File: config.mk
export PLATFORM = sky130hd
export DESIGN_NAME = fetch_stage
export DESIGN_NICKNAME = d
export VERILOG_FILES = /design/src/rtl/fetch_stage_pkg.sv /design/src/rtl/fetch_stage_pc_gen.sv /design/src/rtl/fetch_stage.sv
export SDC_FILE = /design/constraint.sdc
export NUM_CORES = 1
export LEC_CHECK = 0
export ABC_CLOCK_PERIOD_IN_PS = 5310
export CORE_UTILIZATION = 45
export DETAILED_ROUTE_END_ITERATION = 8
export MAX_ROUTING_LAYER = met4
export PLACE_DENSITY = 0.85
export SLEW_MARGIN = 0
export SYNTH_ARGS = -nofsm -noshare
export SYNTH_HDL_FRONTEND = slang
export SYNTH_HIERARCHICAL = 1
export SYNTH_SLANG_ARGS = --single-unit
File: constraint.sdc
create_clock -name clk -period 5.31 [get_ports clk]
set_input_delay 1.062 -clock clk [delete_from_list [all_inputs] [get_ports clk]]
set_output_delay 1.062 -clock clk [all_outputs]
set_load 0.05 [all_outputs]
File: src/rtl/fetch_stage_pkg.sv
// Shared CPU definitions used by the instruction-fetch stage: PC width,
// the NOP word, the default reset PC and the fetch FSM state encoding.
// Optional feature macro (used by the files importing this package):
//   FETCH_MISALIGN_EN - report misaligned redirect targets on misalign_f.
package fetch_stage_pkg;

    localparam int PC_BITS = 32;

    localparam logic [31:0] NOP_WORD = 32'd0;

    localparam logic [PC_BITS-1:0] DEFAULT_RESET_PC = '0;

    localparam logic [PC_BITS-1:0] PC_STEP = PC_BITS'(4);

    // IDLE: nothing outstanding, WAIT: request outstanding,
    // HAVE: instruction buffered, DROP: outstanding request killed.
    typedef enum logic [1:0] {
        IDLE = 2'd0,
        WAIT = 2'd1,
        HAVE = 2'd2,
        DROP = 2'd3
    } fetch_state_t;

    // Clears the byte-offset bits so an address lands on a word boundary.
    function automatic logic [PC_BITS-1:0] word_align(input logic [PC_BITS-1:0] addr);
        return {addr[PC_BITS-1:2], 2'b00};
    endfunction

endpackage

File: src/rtl/fetch_stage_pc_gen.sv
// fetch_pc_gen: combinational next-PC select for the fetch stage.
// Picks between holding the PC, stepping by 4 and loading a redirect
// target, and provides the PC+4 adder shared with the pc_plus_4f output.
// Arithmetic wraps modulo 2^PC_BITS.
// Macro FETCH_MISALIGN_EN: when defined the redirect target is passed
// through unchanged; otherwise its byte-offset bits are cleared.
module fetch_pc_gen
    import fetch_stage_pkg::*;
(
    input  logic [PC_BITS-1:0] pc,
    input  logic               advance,
    input  logic               redirect,
    input  logic [PC_BITS-1:0] redirect_pc,
    output logic [PC_BITS-1:0] pc_next,
    output logic [PC_BITS-1:0] pc_plus_4
);

    logic [PC_BITS-1:0] target;

    assign pc_plus_4 = pc + PC_STEP;

`ifdef FETCH_MISALIGN_EN
    assign target = redirect_pc;
`else
    assign target = word_align(redirect_pc);
`endif

    // Redirect beats the sequential step; otherwise hold the current PC.
    always_comb begin
        pc_next = pc;
        if (redirect) begin
            pc_next = target;
        end else if (advance) begin
            pc_next = pc_plus_4;
        end
    end

endmodule

File: src/rtl/fetch_stage.sv
// fetch_stage: instruction-fetch stage of the pipelined MIPS core.
// Owns the PC, issues single-outstanding requests to instruction memory,
// buffers the returned word for decode and emits NOP bubbles while the
// memory is busy. Redirects from decode kill any in-flight request; the
// killed response is swallowed in DROP so it never reaches decode.
// Macro FETCH_MISALIGN_EN: adds output misalign_f; a misaligned redirect
// parks the stage in IDLE until the next aligned redirect or clr.
module fetch_stage
    import fetch_stage_pkg::*;
#(
    parameter logic [PC_BITS-1:0] RESET_PC = DEFAULT_RESET_PC
) (
    input  logic               clk,
    input  logic               clr,
    input  logic               stall_f,
    input  logic               redirect,
    input  logic [PC_BITS-1:0] redirect_pc,
    output logic               imem_req,
    output logic [PC_BITS-1:0] imem_addr,
    input  logic               imem_rvalid,
    input  logic [31:0]        imem_rdata,
    output logic [31:0]        instr_f,
    output logic [PC_BITS-1:0] pc_f,
    output logic [PC_BITS-1:0] pc_plus_4f,
    output logic               bubble_f
`ifdef FETCH_MISALIGN_EN
    ,
    output logic               misalign_f
`endif
);

`ifdef FETCH_MISALIGN_EN
    localparam logic [PC_BITS-1:0] RESET_PC_EFF = RESET_PC;
`else
    localparam logic [PC_BITS-1:0] RESET_PC_EFF = word_align(RESET_PC);
`endif

    fetch_state_t       state;
    fetch_state_t       next_state;
    logic [PC_BITS-1:0] pc;
    logic [PC_BITS-1:0] pc_next;
    logic [PC_BITS-1:0] pc_plus_4;
    logic [31:0]        buffer;
    logic               valid;
    logic               advance;
    logic               load_buf;
    logic               parked;

    fetch_pc_gen u_pc_gen (
        .pc          (pc),
        .advance     (advance),
        .redirect    (redirect),
        .redirect_pc (redirect_pc),
        .pc_next     (pc_next),
        .pc_plus_4   (pc_plus_4)
    );

`ifdef FETCH_MISALIGN_EN
    logic misalign;

    // Misalign flag tracks the alignment of the most recent redirect target.
    always_ff @(posedge clk) begin
        if (clr) begin
            misalign <= 1'b0;
        end else if (redirect) begin
            misalign <= |redirect_pc[1:0];
        end
    end

    assign parked     = misalign;
    assign misalign_f = misalign;
`else
    assign parked = 1'b0;
`endif

    // State, PC and instruction buffer registers.
    always_ff @(posedge clk) begin
        if (clr) begin
            state  <= IDLE;
            pc     <= RESET_PC_EFF;
            buffer <= NOP_WORD;
        end else begin
            state <= next_state;
            pc    <= pc_next;
            if (load_buf) begin
                buffer <= imem_rdata;
            end
        end
    end

    // Next-state and memory-request decode; a redirect overrides everything
    // and a response arriving with it is treated as the killed one.
    always_comb begin
        next_state = state;
        imem_req   = 1'b0;
        imem_addr  = pc;
        advance    = 1'b0;
        load_buf   = 1'b0;
        if (redirect) begin
            if ((state == WAIT || state == DROP) && !imem_rvalid) begin
                next_state = DROP;
            end else begin
                next_state = IDLE;
            end
        end else begin
            case (state)
                IDLE: begin
                    if (!parked) begin
                        imem_req   = 1'b1;
                        imem_addr  = pc;
                        next_state = WAIT;
                    end
                end
                WAIT: begin
                    if (imem_rvalid) begin
                        load_buf   = 1'b1;
                        next_state = HAVE;
                    end
                end
                HAVE: begin
                    if (!stall_f) begin
                        advance    = 1'b1;
                        imem_req   = 1'b1;
                        imem_addr  = pc_plus_4;
                        next_state = WAIT;
                    end
                end
                DROP: begin
                    if (imem_rvalid) begin
                        next_state = IDLE;
                    end
                end
                default: begin
                    next_state = IDLE;
                end
            endcase
        end
        if (clr) begin
            imem_req = 1'b0;
        end
    end

    // Decode-facing outputs; only HAVE holds a live instruction.
    always_comb begin
        valid      = (state == HAVE);
        instr_f    = valid ? buffer : NOP_WORD;
        bubble_f   = !valid;
        pc_f       = pc;
        pc_plus_4f = pc_plus_4;
    end

endmodule

After elaboration in Yosys (flattened, before gate mapping) --
Index checks and enable logic that the tools add are counted. W data, S select, Z words.
Storage, ports and cells: register bits 66, bits in latches 0, RAM bits 0, ROM bits 0, bits of input ports 69, output and inout port bits 130, word-level logic and storage cells 40, memories 0
Cells by class: $add $sub $neg 1, multiply operators 0, divide/modulo/power cells 0, order comparisons 0, equal/unequal tests 6, shift operators 0, mux-type cells 21, bitwise gates (word level) 0, reductions and logical operators 8
Operators by type and width (count):
- $mux W32 | 6
- $add A32 B3 Y32 const B | 1
- $mux W2 | 5
- $ne A3 B3 Y1 const B | 3
- $mux W1 | 8
- $pmux W2 S4 | 1
- $eq A2 B2 Y1 const B | 2
- $reduce_and A3 Y1 | 1
- $eq A2 B1 Y1 const B | 1
- $logic_not A1 Y1 | 2
- $logic_not A2 Y1 | 1
- $pmux W1 S2 | 1
- $reduce_bool A2 Y1 | 1
- $reduce_or A2 Y1 | 1
- $logic_and A1 B1 Y1 | 1
- $logic_or A1 B1 Y1 | 1

Longest topological paths before layout --
depth in word-level cells 5, mapped depth 9, gate-level depth less buffers 6

Hierarchy --
The synthesis kept the hierarchy.
Modules (own cells, without submodules):
- fetch_stage | instances 1, cells each 291, area each 3024.2 µm², seq. area each 1321.3 µm²
- fetch_pc_gen | instances 1, cells each 252, area each 1501.4 µm², seq. area each 0.0 µm²

Worst setup path before layout --
OpenSTA, ideal clock, no wires.
kind input to output, start point in clr, end point out imem_req, data arrival time 3.822 ns, data required time 4.248 ns, setup slack 0.426 ns, stages on the path 2, path buffers 1, cells stage by stage clkbuf_1 a2111oi_0
On the way: word-level cells in the longest chain between the ends 1
RTL lines:
- start: declaration | line fetch_stage.sv:14 | input logic clr,
- $mux W1 | line fetch_stage.sv:138 | if (clr) begin
- end: declaration | line fetch_stage.sv:18 | output logic imem_req,
Every way passes these cells.

Final worst setup path --
start point reg pc[10], in the netlist pc_f[10], end point out imem_addr[30]
On the way: word-level cells in the longest chain between the ends 4
RTL lines:
- start: declaration | line fetch_stage.sv:40 | logic [PC_BITS-1:0] pc;
- start signal: assignment | line fetch_stage.sv:84 | pc <= pc_next;
- $add A32 B3 Y32 | line fetch_stage_pc_gen.sv:20 | assign pc_plus_4 = pc + PC_STEP;
- $mux W32 | line fetch_stage.sv:121 | if (!stall_f) begin
- $mux W32
- $mux W32 | line fetch_stage.sv:99 | if (redirect) begin
- end: declaration | line fetch_stage.sv:19 | output logic [PC_BITS-1:0] imem_addr,
Every way passes these cells.

==> results.toml <==
[layout]
fillerInstances = 783
layout.nets = 777
area_growth_pct = 46.7
layout.cells.non_filler = 844
drive_gt1_share_pct = 7.74
diodes = 0
final_core_util_pct = 67.9

[routing]
dr.pass1.iters = 5
wl_per_cell_microns = 15.1
ant_nets = 0
vias_per_cell = 5.33
drt_iter0_drc = 206
drc_errors = 0
vias = 4496
drt_wl_total_microns = 12800

[synth]
async_flop_share_pct = 0
synth_cells = 543
yosys.area.top_type = "dfxtp_1"
ys_seq_elements = 66
synth_area_per_cell_sq_um = 8.33
yosysWarnings = 6
netlist_area_sq_mm = 0.00453
postSynthNetCount = 613
synth_top_cell_area_share_pct = 29.2
synth_flop_cell = "dfxtp_1"
netlist-cell-type-count = 46
synth_edf_count = 0
synthTopCellsByArea = "dfxtp_1 (29%), nand2b_1 (8.8%), mux2_2 (7.7%)"
ys_seq_area_share_pct = 29.2

[outcome]
status = "finished, final reports clean"

[setup_path]
cp_max_fo = 9
endpoint_kind = "output pin"
worstPathCellList = "nand4_1 > or3_1 > nor4_1 > xor2_1 > mux2_2 > clkdlybuf4s50_1"
crit_arrival_ns = 3.56
path_delay_family = "simple AND/OR/NAND/NOR gates"
rrSetupSlack_ns = 2.61
crit_slowest_cell = "clkdlybuf4s50_1"
reg2reg_from = "state[1]$_SDFFE_PP0P_"
crit_buf_inv = 1
required_ns = 4.25
start_kind = "register"
critPathKind = "reg -> out"
r2r_end = "pc_f[31]$_SDFF_PP0_"
slowest_delay_ns = 0.79
r2r_cells = 7

[hold_path]
hold_depth = 2
hold_class = "reg -> reg"
min-delay-start = "buffer[17]$_SDFFE_PP0P_"
hold_end = "buffer[17]$_SDFFE_PP0P_"

[placement]
portBuffers = 196
hpwlAfterDp_microns = 9050
place_congestion = 0.882
placed_cells = 829

[clock_network]
htreeDepth = 3
clockRootBuffer = "clkbuf_8"
cts.sinks = 66
path_clk_slew_ns = 0.08
cts_buffer_depth = 2
cts_setup_buffers = 0
clk_latency_ns = 0.33
cts-resized-gates = 0
cts_tree = "done"
ctsHoldBuffers = 0
cts_buffers = 9

[power]
vdd_drop_max_uv = 119
powerDensity_mw_per_mm2 = 206
p_leak_nw = 2.32

[sta]
hold_viol = 0
slew-limit-headroom_pct = 42.7
finClkSkew_ns = 0.0129
maxSlewViolCount = 0
fin_tns_setup_ns = 0
layout_worst_path_cycle_share_pct = 87.0
fmax_mhz = 216
rsz0062_at_grt = "false"
post-route-min-period_ns = 4.62
setup_viol = 0
worst_slew_pin_slew_ns = 0.859

[floorplanning]
die_h_microns = 102
coreArea_sq_mm = 0.00977
start_util_pct = 46.3
pin_count = 199
die_w_microns = 102
dieArea_sq_mm = 0.0105
num_rows = 36

[grt]
grt_first_pass_wirelength_microns = 19700
antenna_found_initial = 0
overflow = 0
grt_max_degree = 99
gr-usage-all-layers_pct = 24.4
grt_pass1_vias = 4216

[run]
max-cap-violations = 0
final cells by class:
cell class	instances	area [sq um]	area share (%)
Sequential cell	66	1320	19.9
Tap cell	133	166	2.51
Clock buffer	12	145	2.19
Timing Repair Buffer	200	1980	29.8
Clock inverter	3	40.0	0.603
Inverter	6	22.5	0.339
Multi-Input combinational cell	424	2960	44.6
layer usage:
metal  global-route usage [%]  wire length [microns]  vias up
met5                        -                      0        -
met4                     8.57                    211        0
met3                     5.88                   1010       21
met2                     40.5                   6100      204
met1                     28.7                   5440     2091
li1                         -                      -     2180
worst reg2reg max path, stage by stage (launching register included):
cell     delay [ns]
dfxtp_1        0.44
nor4b_4        0.22
buf_4          0.47
inv_1          0.29
or3_1          0.45
or4_1          0.43
a31oi_1        0.16
nor2b_1        0.14
registers in the layout, indices dropped and copies added, names as in the netlist:
name and count:
pc_f 32, buffer 32, state 2
synthesized netlist by cell type (all sizes together), types with 2 or more instances:
cell type,instances
mux2i,33
nor3,10
a31oi,13
nand2,33
or3,7
buf,15
nor2b,35
inv,5
xor2,20
nand4,17
or2,2
nor4bb,2
clkbuf,32
dfxtp,66
nand3,11
and2,34
and4,7
mux2,32
and3b,2
or4,8
o21ai,20
xnor2,22
nand2b,64
nor2,26
o31ai,8
nor4,7
worst max path at each step:
stage,endpoint,slack (ns),cells past startpoint,start
2_1_floorplan,imem_req,0.43,2,clr
5_1_grt,imem_addr[30],0.60,6,pc_f[10]$_SDFF_PP0_
6_report,imem_addr[30],0.69,6,pc_f[10]$_SDFF_PP0_
3_3_place_gp,imem_addr[31],0.89,5,stall_f
4_1_cts,imem_addr[30],0.75,6,pc_f[10]$_SDFF_PP0_
3_5_place_dp,imem_addr[31],0.86,5,stall_f
stage by stage:
| step | worst slack, ns | area, sq um | power, mW | hold slack [ns] |
|---|---|---|---|---|
| global route | 0.599 | 6640 | 1.43 | 0.492 |
| finish | 0.690 | 6640 | 1.37 | 0.471 |
| detailed placement | 0.856 | 6450 | 0.973 | 0.458 |
| floorplan | 0.426 | 4530 | 0.818 | 0.444 |
| CTS | 0.749 | 6640 | 1.38 | 0.472 |
| global placement | 0.885 | 6450 | 0.967 | 0.455 |
cell families after synthesis:
logic type	share of synthesized area (%)
AO/OA/AOI/OAI	6.39
XOR/XNOR	8.13
adder cells (fa/ha/maj)	0.276
buffers and inverters	5.67
flip-flops	29.2
multiplexers	15.3
AND/OR/NAND/NOR	35.1
cells in the final DEF, fill, tap and decap left out, types with 10 or more instances in the layout:
cell type,n
a31oi_1,13
and2_1,34
clkbuf_8,10
clkdlybuf4s50_1,194
dfxtp_1,66
mux2_2,31
mux2i_1,33
nand2_1,33
nand2b_1,64
nand3_1,11
nand4_1,16
nor2_1,26
nor2b_1,35
nor3_1,10
o21ai_0,20
xnor2_1,22
xor2_1,20
power by group:
part | switching, mW | internal, mW | leakage, nW
Clock | 0.181 | 0.226 | 0.0962
Sequential | 0.0381 | 0.516 | 0.540
Combinational | 0.238 | 0.171 | 1.69
Note: power is estimated with default switching activity, not from simulation.
